--- src/rtl/crc_defs.sv ---
// rtl/crc_defs.sv - shared CRC constants, FSM encodings and bit-reverse helper
package crc_defs;

  localparam logic [1:0] ST_IDLE = 2'd0;
  localparam logic [1:0] ST_RUN  = 2'd1;
  localparam logic [1:0] ST_DONE = 2'd2;

  localparam logic [31:0] CRC32_POLY   = 32'h04C11DB7;
  localparam logic [31:0] CRC32_INIT   = 32'hFFFFFFFF;
  localparam logic [31:0] CRC32_XOROUT = 32'hFFFFFFFF;

  localparam int unsigned CRC_MAX_W = 64;

  // Reverses the low w bits of v; result is right-aligned so callers can truncate.
  function automatic logic [CRC_MAX_W-1:0] bit_reverse(input logic [CRC_MAX_W-1:0] v,
                                                       input int unsigned w);
    logic [CRC_MAX_W-1:0] r;
    r = {<<{v}};
    return r >> (CRC_MAX_W - w);
  endfunction

endpackage

--- src/rtl/crc_step.sv ---
// rtl/crc_step.sv - combinational next-CRC for one data word, bit-serial unrolled
module crc_step #(
  parameter int unsigned      DW    = 8,
  parameter int unsigned      CRC_W = 32,
  parameter logic [CRC_W-1:0] POLY  = 32'h04C11DB7,
  parameter bit               REFIN = 1'b1
) (
  input  logic [CRC_W-1:0] crc_i,
  input  logic [DW-1:0]    data_i,
  output logic [CRC_W-1:0] crc_o
);

  always_comb begin : step
    logic [CRC_W-1:0] c;
    logic             d;
    c = crc_i;
    d = 1'b0;
    for (int i = 0; i < int'(DW); i++) begin
      d = REFIN ? data_i[i] : data_i[int'(DW) - 1 - i];
      c = {c[CRC_W-2:0], 1'b0} ^ ((c[CRC_W-1] ^ d) ? POLY : '0);
    end
    crc_o = c;
  end

endmodule

--- src/rtl/crc_fifo_drain.sv ---
// rtl/crc_fifo_drain.sv - FIFO consumer folding popped words into a framed CRC result
module crc_fifo_drain
  import crc_defs::*;
#(
  parameter int unsigned      DW     = 8,
  parameter int unsigned      CRC_W  = 32,
  parameter logic [CRC_W-1:0] POLY   = CRC32_POLY,
  parameter logic [CRC_W-1:0] INIT   = CRC32_INIT,
  parameter logic [CRC_W-1:0] XOROUT = CRC32_XOROUT,
  parameter bit               REFIN  = 1'b1,
  parameter bit               REFOUT = 1'b1,
  parameter int unsigned      LEN_W  = 16
) (
  input  logic             i_par_fifo_clk,
  input  logic             i_par_fifo_reset_b,
  input  logic             i_clr,
  input  logic             i_start,
  input  logic [LEN_W-1:0] i_len,
  input  logic             i_fifo_dempty,
  input  logic [DW-1:0]    i_fifo_drdata,
  output logic             o_fifo_dpop,
  output logic             o_busy,
  output logic [CRC_W-1:0] o_crc,
  output logic             o_crc_valid,
  input  logic             i_crc_ready
);

  logic [1:0]       state_q, state_d;
  logic [LEN_W-1:0] remaining_q, remaining_d;
  logic [CRC_W-1:0] crc_q, crc_d;
  logic [CRC_W-1:0] crc_out_q;
  logic [CRC_W-1:0] step_w, refl_w, final_w;
  logic             pop_w;

  assign pop_w = (state_q == ST_RUN) && !i_fifo_dempty && !i_clr;

  crc_step #(
    .DW    (DW),
    .CRC_W (CRC_W),
    .POLY  (POLY),
    .REFIN (REFIN)
  ) u_step (
    .crc_i  (crc_q),
    .data_i (i_fifo_drdata),
    .crc_o  (step_w)
  );

  always_comb begin
    state_d     = state_q;
    remaining_d = remaining_q;
    crc_d       = crc_q;
    if (i_clr) begin
      state_d     = ST_IDLE;
      remaining_d = '0;
      crc_d       = INIT;
    end else begin
      case (state_q)
        ST_IDLE: begin
          if (i_start) begin
            crc_d = INIT;
            if (i_len != '0) begin
              remaining_d = i_len;
              state_d     = ST_RUN;
            end else begin
              state_d = ST_DONE;
            end
          end
        end
        ST_RUN: begin
          if (pop_w) begin
            crc_d       = step_w;
            remaining_d = remaining_q - 1'b1;
            if (remaining_q == LEN_W'(1)) state_d = ST_DONE;
          end
        end
        ST_DONE: begin
          if (i_crc_ready) state_d = ST_IDLE;
        end
        default: state_d = ST_IDLE;
      endcase
    end
  end

  // Result is finalised from the next-state CRC so it is ready the cycle DONE is entered.
  assign refl_w  = REFOUT ? CRC_W'(bit_reverse(CRC_MAX_W'(crc_d), CRC_W)) : crc_d;
  assign final_w = refl_w ^ XOROUT;

  always_ff @(posedge i_par_fifo_clk or negedge i_par_fifo_reset_b) begin
    if (!i_par_fifo_reset_b) begin
      state_q     <= ST_IDLE;
      remaining_q <= '0;
      crc_q       <= INIT;
      crc_out_q   <= '0;
    end else begin
      state_q     <= state_d;
      remaining_q <= remaining_d;
      crc_q       <= crc_d;
      if (state_d == ST_DONE && state_q != ST_DONE) crc_out_q <= final_w;
    end
  end

  assign o_fifo_dpop = pop_w;
  assign o_busy      = (state_q != ST_IDLE);
  assign o_crc_valid = (state_q == ST_DONE);
  assign o_crc       = crc_out_q;

endmodule

--- config.mk ---
export PLATFORM = sky130hd
export DESIGN_NAME = crc_fifo_drain
export DESIGN_NICKNAME = d
export VERILOG_FILES = /design/src/rtl/crc_defs.sv /design/src/rtl/crc_step.sv /design/src/rtl/crc_fifo_drain.sv
export SDC_FILE = /design/constraint.sdc
export NUM_CORES = 1
export LEC_CHECK = 0
export ABC_AREA = 1
export CAP_MARGIN = 20
export CORE_MARGIN = 2
export CORE_UTILIZATION = 25
export CTS_CLUSTER_DIAMETER = 200
export DETAILED_ROUTE_END_ITERATION = 12
export PLACE_DENSITY = 0.39
export SETUP_SLACK_MARGIN = 0.3
export SYNTH_ARGS = -nofsm -noshare
export SYNTH_HDL_FRONTEND = slang
export SYNTH_SLANG_ARGS = --single-unit
--- constraint.sdc ---
create_clock -name i_par_fifo_clk -period 1.95 [get_ports i_par_fifo_clk]
set_input_delay 0.39 -clock i_par_fifo_clk [delete_from_list [all_inputs] [get_ports i_par_fifo_clk]]
set_output_delay 0.39 -clock i_par_fifo_clk [all_outputs]
set_load 0.02 [all_outputs]
==> results_dict.tcl, run 1 <==
set metrics [dict create \
    reg2reg_to "o_crc[15]" \
    cts_tree "done" \
    pin_count 65 \
    seqPwrFrac_pct 34.2 \
    hold_class "primary input to asynchronous set/reset pin" \
    finalCritPeriodShare_pct 97.2 \
    wl_per_cell_um 16.9 \
    power.internal_mw 3.53 \
    synthTopCellsByArea "dfrtp_1, nand2_1, dfstp_2, xor2_1, inv_1" \
    place_congestion 0.938 \
    reg2reg_depth 9 \
    h-tree-depth 3 \
    yosys_warnings 0 \
    cts_buffer_depth 2 \
    cts-root-buf "clkbuf_16" \
    multiInputGateArea_um2 3680 \
    ir_drop_v 0.000396 \
    layout.area.seq_um2 2090 \
    synth_top_area_share_pct 24.7 \
    power_frac_clock_pct 31.7 \
    worstPathArrival_ns 2.20 \
    fmax_mhz 528 \
    final-instance-count-excl-fill 1200 \
    rsz0062_at_grt "yes" \
    ys_types 33 \
    p_switching_mw 1.97 \
    drcViolationCount 0 \
    grt.overflow.total 0 \
    syn_avg_cell_area_um2 7.11 \
    dr_total_vias 5675 \
    r2r-start "crc_q[30]" \
    grt_max_degree 83 \
    final_layout_size_suffix_gt1_share_pct 45.8 \
    synth_ff_type "dfrtp_1" \
    setup_violations 0 \
    critPathMaxFanout 6 \
    grt_pass1_wl_um 31100 \
    outcome "finished clean" \
    syn_area_um2 5070 \
    vias_per_cell 4.73 \
    crit_path_start_kind "flip-flop" \
    cts_buffers 9 \
    min_period_ns 1.90 \
    final_cell_mix "nand2_1, buf_4, nand2_2, dfrtp_1, inv_1" \
    drt-pass1-iter-count 4 \
    finClkSkew_ns 0.00845 \
    async_flop_share_pct 100 \
    hold_viol 0 \
    nFillCells 2033 \
    r2r_slack_ns 0.05 \
    nets 957 \
    synth-seq-cells 82 \
    core_area_um2 20000 \
    synth-edff-count 0 \
    die_x_um 146 \
    grt_pass1_vias 5597 \
    synth_nets 745 \
    dieArea_um2 21400 \
    ctsHoldBuffers 0 \
    cts_sinks 82 \
    ys_seq_area_share_pct 41.3 \
    drtAntennaViolNets 0 \
    dp_hpwl_um 13800 \
    syn-instance-count 713 \
    final_max_slew_viol_count 0 \
    end_kind "flip-flop" \
    rows 52 \
    clk_latency_ns 0.36 \
    worst_pin_slew_ns 0.500 \
    area_growth_pct 74.4 \
    hold_slack_ns 0.0379 \
    diodes 0 \
    die_h_um 146 \
    required_ns 2.25 \
    grtUsageTotal_pct 18.9 \
    pwr-share-comb_pct 34.1 \
    port_buffers 64 \
    routed_wl_um 20300 \
    dp.cells 1135 \
    switching_share_pct 35.8 \
    mostFrequentLayoutCell "nand2_1" \
    clk_pin_slew_ns 0.07 \
    worstSetupPathType "flip-flop to flip-flop" \
    leakagePower_nw 4.23 \
    cap_violations 0 \
    antenna_found_initial 0 \
    drtIter0Drc 304 \
    slew_headroom_pct 66.7 \
    power_density_nw_per_um2 621 \
    synth_area_leader_cell "dfrtp_1" \
    initial_core_util_pct 25.3 \
]
critical path: stages (launching register included):
cell and delay (ns):
dfstp_2 0.57, inv_2 0.06, nand2_2 0.07, nand2_4 0.11, buf_6 0.16, xor2_1 0.16, xor2_2 0.19, o211ai_1 0.33
nand3_2 0.11, nand2_1 0.07
final cells by class:
| type | count | area share [%] |
|---|---|---|
| multi-input cells | 537 | 41.6 |
| clock inverters | 6 | 0.552 |
| flip-flops and latches | 82 | 23.7 |
| repair buffers | 223 | 24.3 |
| inverters | 72 | 3.31 |
| clock buffers | 10 | 2.70 |
| well taps | 270 | 3.82 |
synth_stat cells (2+ instances only):
library cell	count
nor2_8	2
o21ai_1	22
buf_2	13
nand2_2	3
nand4_1	7
o2111ai_1	3
o211ai_1	8
nor2_1	47
nor2_2	3
nand3_1	43
dfstp_2	32
nand2_1	236
or2_2	2
ha_1	2
a211oi_1	5
clkbuf_1	7
dfrtp_1	50
o22ai_1	14
o21ai_0	50
o221ai_1	3
inv_1	67
a21oi_1	42
xnor2_1	2
inv_2	5
xor2_1	31
nor3_1	6
buf_1	2
routing by layer:
layer	wire, µm	global-route usage, %	share of wire (%)
met5	0	0	0
met3	733	3.88	3.6
met4	713	7.72	3.5
met2	9670	30.2	48
met1	9160	24.9	45
cell families (layout without fill, tap and decap cells):
kind of cell	Yosys count	count (layout)	synth area share [%]
AOI/OAI and AO/OA	149	149	16.2
xor gates and xnor gates	33	33	5.70
adders and majority gates	2	2	0.494
buffers and inverters	94	311	7.28
DFF	82	82	41.3
and+or+nand+nor	353	353	29.0
power by group through the flow:
stage          Combinational (mW)  Sequential [mW]  Clock, mW
3_3_place_gp                 1.33             1.89          0
4_1_cts                      1.58             1.87       1.78
6_report                     1.87             1.88       1.74
3_5_place_dp                 1.33             1.89          0
2_1_floorplan               0.702             1.90          0
5_1_grt                      2.03             1.89       1.87
stage by stage:
step | power [mW] | setup WS (ns) | TNS, ns | instance area [µm²] | util, %
4_1_cts | 5.23 | 0.0666 | 0 | 7990 | 39.9
5_1_grt | 5.79 | -0.0464 | -0.540 | 8840 | 44.1
6_report | 5.49 | 0.0547 | 0 | 8840 | 44.1
3_3_place_gp | 3.22 | -0.592 | -29.01 | 6820 | 34.0
3_5_place_dp | 3.22 | -0.548 | -28.71 | 6820 | 34.0
2_1_floorplan | 2.60 | 0.221 | 0 | 5090 | -
flip-flops by register name, summed over array words and instances, names as in the netlist:
register     count
crc_q           32
o_crc           32
remaining_q     16
state_q          2
worst max-delay path by stage:
stage | startpoint | end | slack [ns] | cells after the start
floorplan | state_q[1] | o_crc[28] | 0.22 | 13
global placement | i_fifo_drdata[5] | o_crc[24] | -0.59 | 11
detailed placement | i_fifo_drdata[0] | o_crc[19] | -0.55 | 13
CTS | crc_q[31] | o_crc[14] | 0.07 | 10
global route | remaining_q[1] | o_crc[30] | -0.05 | 13
finish | crc_q[30] | o_crc[15] | 0.05 | 9
repair_timing:
| action | 4_1_cts | 5_1_grt |
|---|---|---|
| hold endpoints to repair | 0 | 0 |
| gates resized for setup | 219 | 183 |
| pin swaps | 38 | 82 |
| cloned | 2 | 0 |
| setup endpoints to repair | 114 | 84 |
| buffers inserted | 30 | 17 |
(Power assumes the default switching activity.)
==> run 2, diff against run 1 <==
MAX_ROUTING_LAYER = met4   (was not set)
==> results_dict.tcl, run 2 (synthesized netlist as in run 1, its figures left out) <==
set metrics [dict create \
    power.internal_mw 3.98 \
    hold_class "primary input to asynchronous set/reset pin" \
    rsz0062_at_grt "yes" \
    cts-root-buf "clkbuf_16" \
    required_ns 2.19 \
    outcome "complete, but fails checks" \
    drt-pass1-iter-count 4 \
    grt_pass1_vias 5860 \
    setup_violations 1 \
    grtUsageTotal_pct 21.1 \
    power_density_nw_per_um2 621 \
    final-instance-count-excl-fill 1251 \
    drtIter0Drc 293 \
    grt_pass1_wl_um 33300 \
    cts_buffers 9 \
    final_cell_mix "nand2_1, buf_4, buf_6, nand2_2, dfrtp_1" \
    critPathMaxFanout 6 \
    worst_pin_slew_ns 0.499 \
    drtAntennaViolNets 0 \
    finalCritPeriodShare_pct 100 \
    core_area_um2 20000 \
    p_switching_mw 2.09 \
    end_kind "flip-flop" \
    dp.cells 1149 \
    final_max_slew_viol_count 0 \
    antenna_found_initial 0 \
    port_buffers 64 \
    die_x_um 146 \
    place_congestion 0.878 \
    area_growth_pct 92.8 \
    violations "negative setup slack" \
    hold_viol 0 \
    fmax_mhz 512 \
    worstSetupPathType "flip-flop to flip-flop" \
    dieArea_um2 21400 \
    switching_share_pct 34.4 \
    grt.overflow.total 0 \
    vias_per_cell 4.64 \
    cts_tree "done" \
    crit_path_start_kind "flip-flop" \
    routed_wl_um 22100 \
    ir_drop_v 0.000448 \
    place_area_um2 6950 \
    diodes 0 \
    dr_total_vias 5800 \
    m1WireLength_um 9790 \
    slew_headroom_pct 66.7 \
    wl_met3_um 792 \
    top_layer "met4" \
    met2_wirelength_um 10900 \
    pwr-share-comb_pct 37.7 \
    mostFrequentLayoutCell "nand2_1" \
    slowest_stage "dfstp_2" \
    hold_slack_ns 0.0661 \
    leakagePower_nw 4.60 \
    ctsHoldBuffers 0 \
    initial_core_util_pct 25.3 \
    die_h_um 146 \
    cts_sinks 82 \
    cpPeakStageDelay_ns 0.58 \
    seqPwrFrac_pct 31.0 \
    tns_ns -0.00314 \
    crit_chain "inv_2 -> nand2_2 -> nand2_4 -> buf_6 -> xor2_1 -> xor2_1 -> xor2_1 -> nand2_1 -> nand3_1 -> nand2_1" \
    cpMostUsedCell "xor2_1" \
    worstPathArrival_ns 2.20 \
    final_layout_size_suffix_gt1_share_pct 53.7 \
    drcViolationCount 0 \
    power_frac_clock_pct 31.3 \
    clk_pin_slew_ns 0.07 \
    pin_count 65 \
    rows 52 \
    cts_buffer_depth 2 \
    min_period_ns 1.95 \
    finClkSkew_ns 0.0113 \
    clk_latency_ns 0.35 \
    wl_per_cell_um 17.7 \
    nets 1008 \
    grt_max_degree 83 \
    dp_hpwl_um 14600 \
    cap_violations 0 \
    worst_slack_ns -0.00314 \
    final_area_um2 9770 \
    h-tree-depth 3 \
]
[run 2: cell count changes in the layout (fill, tap and decap cells not counted), sizes merged, moves of 2 or more]
cell / before / now
clkdlybuf4s50: 18 / 21
buf: 163 / 212
dlymetal6s2s: 6 / 1
clkinv: 2 / 4
dlygate4sd2: 36 / 38
bufinv: 0 / 2
clkinvlp: 4 / 2
[run 2: final timing paths]
check	startpoint	end	slack (ns)	cells after the start
worst max-delay path	crc_q[31]	o_crc[14]	-0.003	10
worst min-delay path	i_par_fifo_reset_b	o_crc[16]	0.07	2
worst max register to register	crc_q[31]	o_crc[14]	-0.003	10
worst min register to register	o_crc[15]	o_crc[15]	0.48	2
max in group asynchronous	i_par_fifo_reset_b	crc_q[14]	1.46	2
min in group i_par_fifo_clk	o_crc[15]	o_crc[15]	0.48	2
[run 2: worst max-delay path: cells and delay by family (launching register included)]
| family | cells | cell delay (ns) |
|---|---|---|
| and+or+nand+nor | 5 | 0.44 |
| buffers and inverters | 2 | 0.20 |
| xor gates and xnor gates | 3 | 0.63 |
| DFF | 1 | 0.58 |
[run 2: layout make-up]
type	instances	area [µm²]
multi-input cells	537	3990
clock buffers	9	225
flip-flops and latches	82	2090
fillers	1984	10300
repair buffers	274	2740
well taps	270	338
clock inverters	7	92.6
inverters	72	303
[run 2: power groups by stage]
| stage | Combinational, mW | Sequential, mW | Clock (mW) |
|---|---|---|---|
| final | 2.29 | 1.88 | 1.90 |
| after global routing | 2.46 | 1.89 | 2.04 |
| after CTS | 1.91 | 1.87 | 1.96 |
| after detailed placement | 1.40 | 1.89 | 0 |
| after global placement | 1.40 | 1.89 | 0 |
| after floorplan | 0.702 | 1.90 | 0 |
[run 2: repair_timing]
action / 4_1_cts / 5_1_grt
gates cloned: 5 / 1
setup buffers: 55 / 25
gates resized for setup: 351 / 177
setup endpoints to repair: 115 / 84
pin swaps: 82 / 95
[run 2: per-stage QoR]
stage / total power [mW] / worst slack (ns) / utilization, %
floorplan: 2.60 / 0.221 / -
global placement: 3.29 / -0.623 / 34.7
detailed placement: 3.29 / -0.600 / 34.7
CTS: 5.74 / 0.00664 / 44.0
global route: 6.39 / -0.144 / 48.8
finish: 6.07 / -0.00314 / 48.8
[run 2: per-layer routing]
metal	track usage [%]	up-vias
met2	33.5	129
met1	26.7	2794
li1	-	2846
met3	3.78	31
met5	-	-
met4	8.59	0
==> RTL edit 1: new RTL, flow settings as in run 1 <==
The parameter `LEN_W` goes from 16 to 32.
--- a/src/rtl/crc_fifo_drain.sv
+++ b/src/rtl/crc_fifo_drain.sv
@@ -10,5 +10,5 @@
   parameter bit               REFIN  = 1'b1,
   parameter bit               REFOUT = 1'b1,
-  parameter int unsigned      LEN_W  = 16
+  parameter int unsigned      LEN_W  = 32
 ) (
   input  logic             i_par_fifo_clk,
Ports: changed (resized i_len); port bits go from 65 to 81. The function was not compared with the original's and may differ.
==> RTL edit 1 against run 1 <==
Combinational power grew 63%. Setup slack lost 61 ps. Total power grew 31%. Largest cell class unchanged. Cell area grew 35%. Highest routed layer unchanged. Clock power grew 9%. Sequential cell count grew 16. The run now ends with setup timing left. Area after synthesis grew 25%. Core utilization grew 3.5 points. Clock skew grew 0.57 ps. Wire length grew 26%.
==> RTL edit 1: results (changes against run 1) <==
status:
  status: "finished with violations"  # was complete, no violations
  failed_checks: "setup timing"
route:
  detail_route.iter0.violations: 254  # was 304
  first_pass_iters: 6  # was 4
pwr:
  pg_comb_w: 0.00304  # was 0.00187 W
  p_sw_share_pct: 35.65  # was 35.80%
grt:
  use_met3_pct: 2.412  # was 3.875%
  grt_pass1_wl_microns: 37430  # was 31080 microns
  gr-usage-met1_pct: 22.01  # was 24.92%
  track_usage_pct: 18.47  # was 18.86%
synthesis:
  syn_nets: 954  # was 745
  synth_compound_area_share_pct: 15.30  # was 16.21%
  synthAdderAreaFrac_pct: 0.3934  # was 0.4936%
sta:
  clock_skew_ps: 9.014  # was 8.447 ps
  setup_ws_ps: -6.241  # was 54.73 ps
  finalSetupTns_ps: -21.60  # was 0 ps
  setup_viol: 6  # was 0
placed_design:
  post-place-cells: 1440  # was 1135
  place_ws_ps: -711.1  # was -547.9 ps
cells_and_area:
  layout.nets: 1266  # was 957
  fill_cells: 2471  # was 2033
critical_path:
  startpoint: "remaining_q[9]"  # was crc_q[30]
  r2r_cells: 12  # was 9
  cp_max_fo: 8  # was 6
worst_hold_path:
  hold_class: "in -> reg"  # was in -> async
[RTL edit 1: cell count changes in the layout (fill, tap and decap cells not counted), sizes merged, moves of 6 or more]
cell	run 1	this run
nand2	239	287
dlygate4sd2	36	11
o21ai	72	102
clkbuf	10	16
dlymetal6s2s	6	41
inv	72	85
xor2	31	50
dfrtp	50	66
buf	163	247
nor2	53	100
nand3	43	55
clkdlybuf4s50	18	24
[RTL edit 1: final cells by class]
class                           count  share of cell area, %
Clock buffer                       12                  2.061
Timing Repair inverter              1                0.07322
Multi-Input combinational cell    692                  40.74
Sequential cell                    98                  20.86
Clock inverter                      4                 0.4393
Timing Repair Buffer              330                  29.26
Tap cell                          330                  3.452
Inverter                           86                  3.117
[RTL edit 1: worst max-delay path: stages, from the launching register on]
cell and delay [ps]:
dfrtp_1 420, nor2_2 160, nand2_2 100, nor2_2 110, and2_4 140, nand4_1 180, nand3_2 150, nand2_4 70
nor2_8 150, inv_12 90, buf_12 160, nand2_2 60, o21ai_2 50
==> RTL edit 2: new RTL, flow settings as in run 1 <==
Without the edit above. Reset style: synchronous (`i_par_fifo_reset_b`), changed in one clocked block.
--- a/src/rtl/crc_fifo_drain.sv
+++ b/src/rtl/crc_fifo_drain.sv
@@ -86,5 +86,5 @@
   assign final_w = refl_w ^ XOROUT;
 
-  always_ff @(posedge i_par_fifo_clk or negedge i_par_fifo_reset_b) begin
+  always_ff @(posedge i_par_fifo_clk) begin
     if (!i_par_fifo_reset_b) begin
       state_q     <= ST_IDLE;
Function: differs if i_par_fifo_reset_b is asserted again (counterexample within 4 cycles, from zero or initial values and one cycle with i_par_fifo_reset_b low); with i_par_fifo_reset_b held inactive, the same outputs for 4 cycles.
==> RTL edit 2 against run 1 <==
The flow now finishes with violations (setup timing). First-iteration DRC count rose by 31%. Sequential power fell by 9%. Sequential cell count did not move. Count of clock-buffer cells in the layout did not move. Die area fell by 4.2%. Setup slack got worse by 83 ps. Total power fell by 15%. Clock skew rose by 6.4 ps. Area after synthesis fell by 4.3%. Cell area rose by 2.7%. Sequential share of layout area fell by 5.3 points. Wire length rose by 3.0%. Critical endpoint is now o_crc[7]. Largest cell class unchanged. Highest routed layer unchanged.
==> RTL edit 2: results (changes against run 1) <==
status:
  status: "finished with violations"  # was complete, no violations
  failed_checks: "setup timing"
synthesis:
  yosysSeqAreaShare_pct: 33.84  # was 41.26%
  syn_nets: 802  # was 745
  synth_flop_cell: "dfxtp_1"  # was dfrtp_1
  ys_types: 39  # was 33
  async_flop_share_pct: 0  # was 100.0%
  netlist_top_cells_count: "nand2_1, nor2_1, dfxtp_1"  # was nand2_1, inv_1, dfrtp_1, o21ai_0, nor2_1
  synthTopCellsByArea: "dfxtp_1, nand2_1, nand3_1, nor2_1, inv_1"  # was dfrtp_1, nand2_1, dfstp_2, xor2_1, inv_1
  synth_warnings: 0  # unchanged
sta:
  setup_viol: 10  # was 0
  worstMarginPinSlew_ps: 396.4  # was 500.0 ps
  setup_ws_ps: -28.18  # was 54.73 ps
  finalSetupTns_ps: -123.7  # was 0 ps
  clock_skew_ps: 14.83  # was 8.447 ps
pwr:
  p_int_w: 0.003169  # was 0.003526 W
  irDropWorstVdd_uv: 431.4  # was 395.5 uV
  p_leak_nw: 4.191  # was 4.229 nW
placed_design:
  io_buffers: 64  # unchanged
  place_area_sq_um: 6586  # was 6820 sq um
  hpwlAfterDp_microns: 14180  # was 13790 microns
  place_ws_ps: -550.0  # was -547.9 ps
  gp_congestion: 0.8540  # was 0.9381
grt:
  antenna_found_initial: 0  # unchanged
  grt_max_degree: 27  # was 83
  track_usage_pct: 19.64  # was 18.86%
  grt_pass1_wl_microns: 30480  # was 31080 microns
  grt_pass1_vias: 5458  # was 5597
critical_path:
  cp_max_fo: 7  # was 6
  worstPathArrival_ps: 2270  # was 2200 ps
route:
  viasPerCell: 4.671  # was 4.729
  first_pass_iters: 4  # unchanged
  wire_per_inst_microns: 16.63  # was 16.90 microns
  detail_route.iter0.violations: 397  # was 304
cts:
  numCtsBuffers: 9  # unchanged
  cts.clk_slew.worst_paths_ps: 70  # about the same
  h-tree-depth: 3  # unchanged
  root_buffer: "clkbuf_16"  # unchanged
  clk_path_buf_depth: 2  # unchanged
  insertion_delay_ps: 350
cells_and_area:
  n_antenna_cell: 0  # unchanged
  layout.nets: 1023  # was 957
  drive_above_1_share_pct: 46.18  # was 45.81%
  fill_cells: 1923  # was 2033
worst_hold_path:
  hold_class: "reg -> reg"  # was in -> async
RTL edit 2: cell count changes after synthesis, moves of 7 or more:
cell,before,now
dfxtp_1,0,82
nand3_1,43,69
xor2_1,31,24
dfrtp_1,50,0
o21ai_1,22,0
clkbuf_1,7,14
dfstp_2,32,0
o22ai_1,14,3
nand2_1,236,259
nor2_1,47,86
RTL edit 2: kinds of logic (layout without fill, tap and decap cells):
group	Yosys count	after routing	share of synthesized area (%)
buffers and inverters	97	323	8.279
XOR/XNOR	33	33	6.268
AO/OA/AOI/OAI	117	117	13.34
flip-flops	82	82	33.84
adder cells (fa/ha/maj)	2	2	0.5158
AND/OR/NAND/NOR	439	439	37.76
RTL edit 2: worst paths after layout:
kind | from | end | depth (start not counted) | slack (ps)
worst max register to register | remaining_q[1] | o_crc[7] | 14 | -30
worst min-delay path | remaining_q[15] | remaining_q[15] | 2 | 470
worst max-delay path | remaining_q[1] | o_crc[7] | 14 | -30
worst min register to register | remaining_q[15] | remaining_q[15] | 2 | 470
RTL edit 2: metal layers:
metal	vias to the layer above	global-route usage, %	part of all wire [%]
li1	2911	-	-
met3	13	2.466	2.8
met4	0	4.592	0.94
met2	108	28.56	44
met1	2835	30.51	52
met5	-	0	0
RTL edit 2: cell type report:
type	count	area, sq um	area share [%]
Sequential cell	82	1665	18.34
Multi-Input combinational cell	591	4098	45.13
Timing Repair inverter	1	7.507	0.08268
Tap cell	260	325.3	3.583
Timing Repair Buffer	236	2376	26.17
Clock buffer	10	239.0	2.632
Inverter	70	315.3	3.473
Clock inverter	6	53.80	0.5925
RTL edit 2: what timing repair did:
action                     CTS  global route
cloned                       4             4
hold buffers                 0             0
resized for setup          242           266
buffers inserted            29            33
setup endpoints to repair  115            85
pin swaps                   58           102
RTL edit 2: critical path, cell delays in order (launching register included):
cell and delay, ps:
dfxtp_2 310, inv_2 70, ha_4 130, nand2_2 40
nor3_2 150, buf_4 150, nand4_1 140, nand2_2 120
nand3_2 90, nor2_4 170, buf_6 130, buf_12 120
buf_12 130, o21ai_2 60, nor2_1 110
RTL edit 2: power groups by stage:
stage	Combinational (W)	Clock, W	Sequential (W)
finish	0.00124	0.00174	0.00171
global route	0.00133	0.00184	0.00171
detailed placement	0.000851	0	0.00175
CTS	0.000988	0.00178	0.00171
floorplan	0.000448	0	0.00175
global placement	0.000854	0	0.00175
RTL edit 2: metrics by stage:
step           instances  power (W)  util [%]
2_1_floorplan        770   0.002193         -
3_3_place_gp        1170   0.002601     34.86
3_5_place_dp        1170   0.002598     34.86
4_1_cts             1219   0.004476     41.24
5_1_grt             1256   0.004884     48.06
6_report            1256   0.004689     48.06
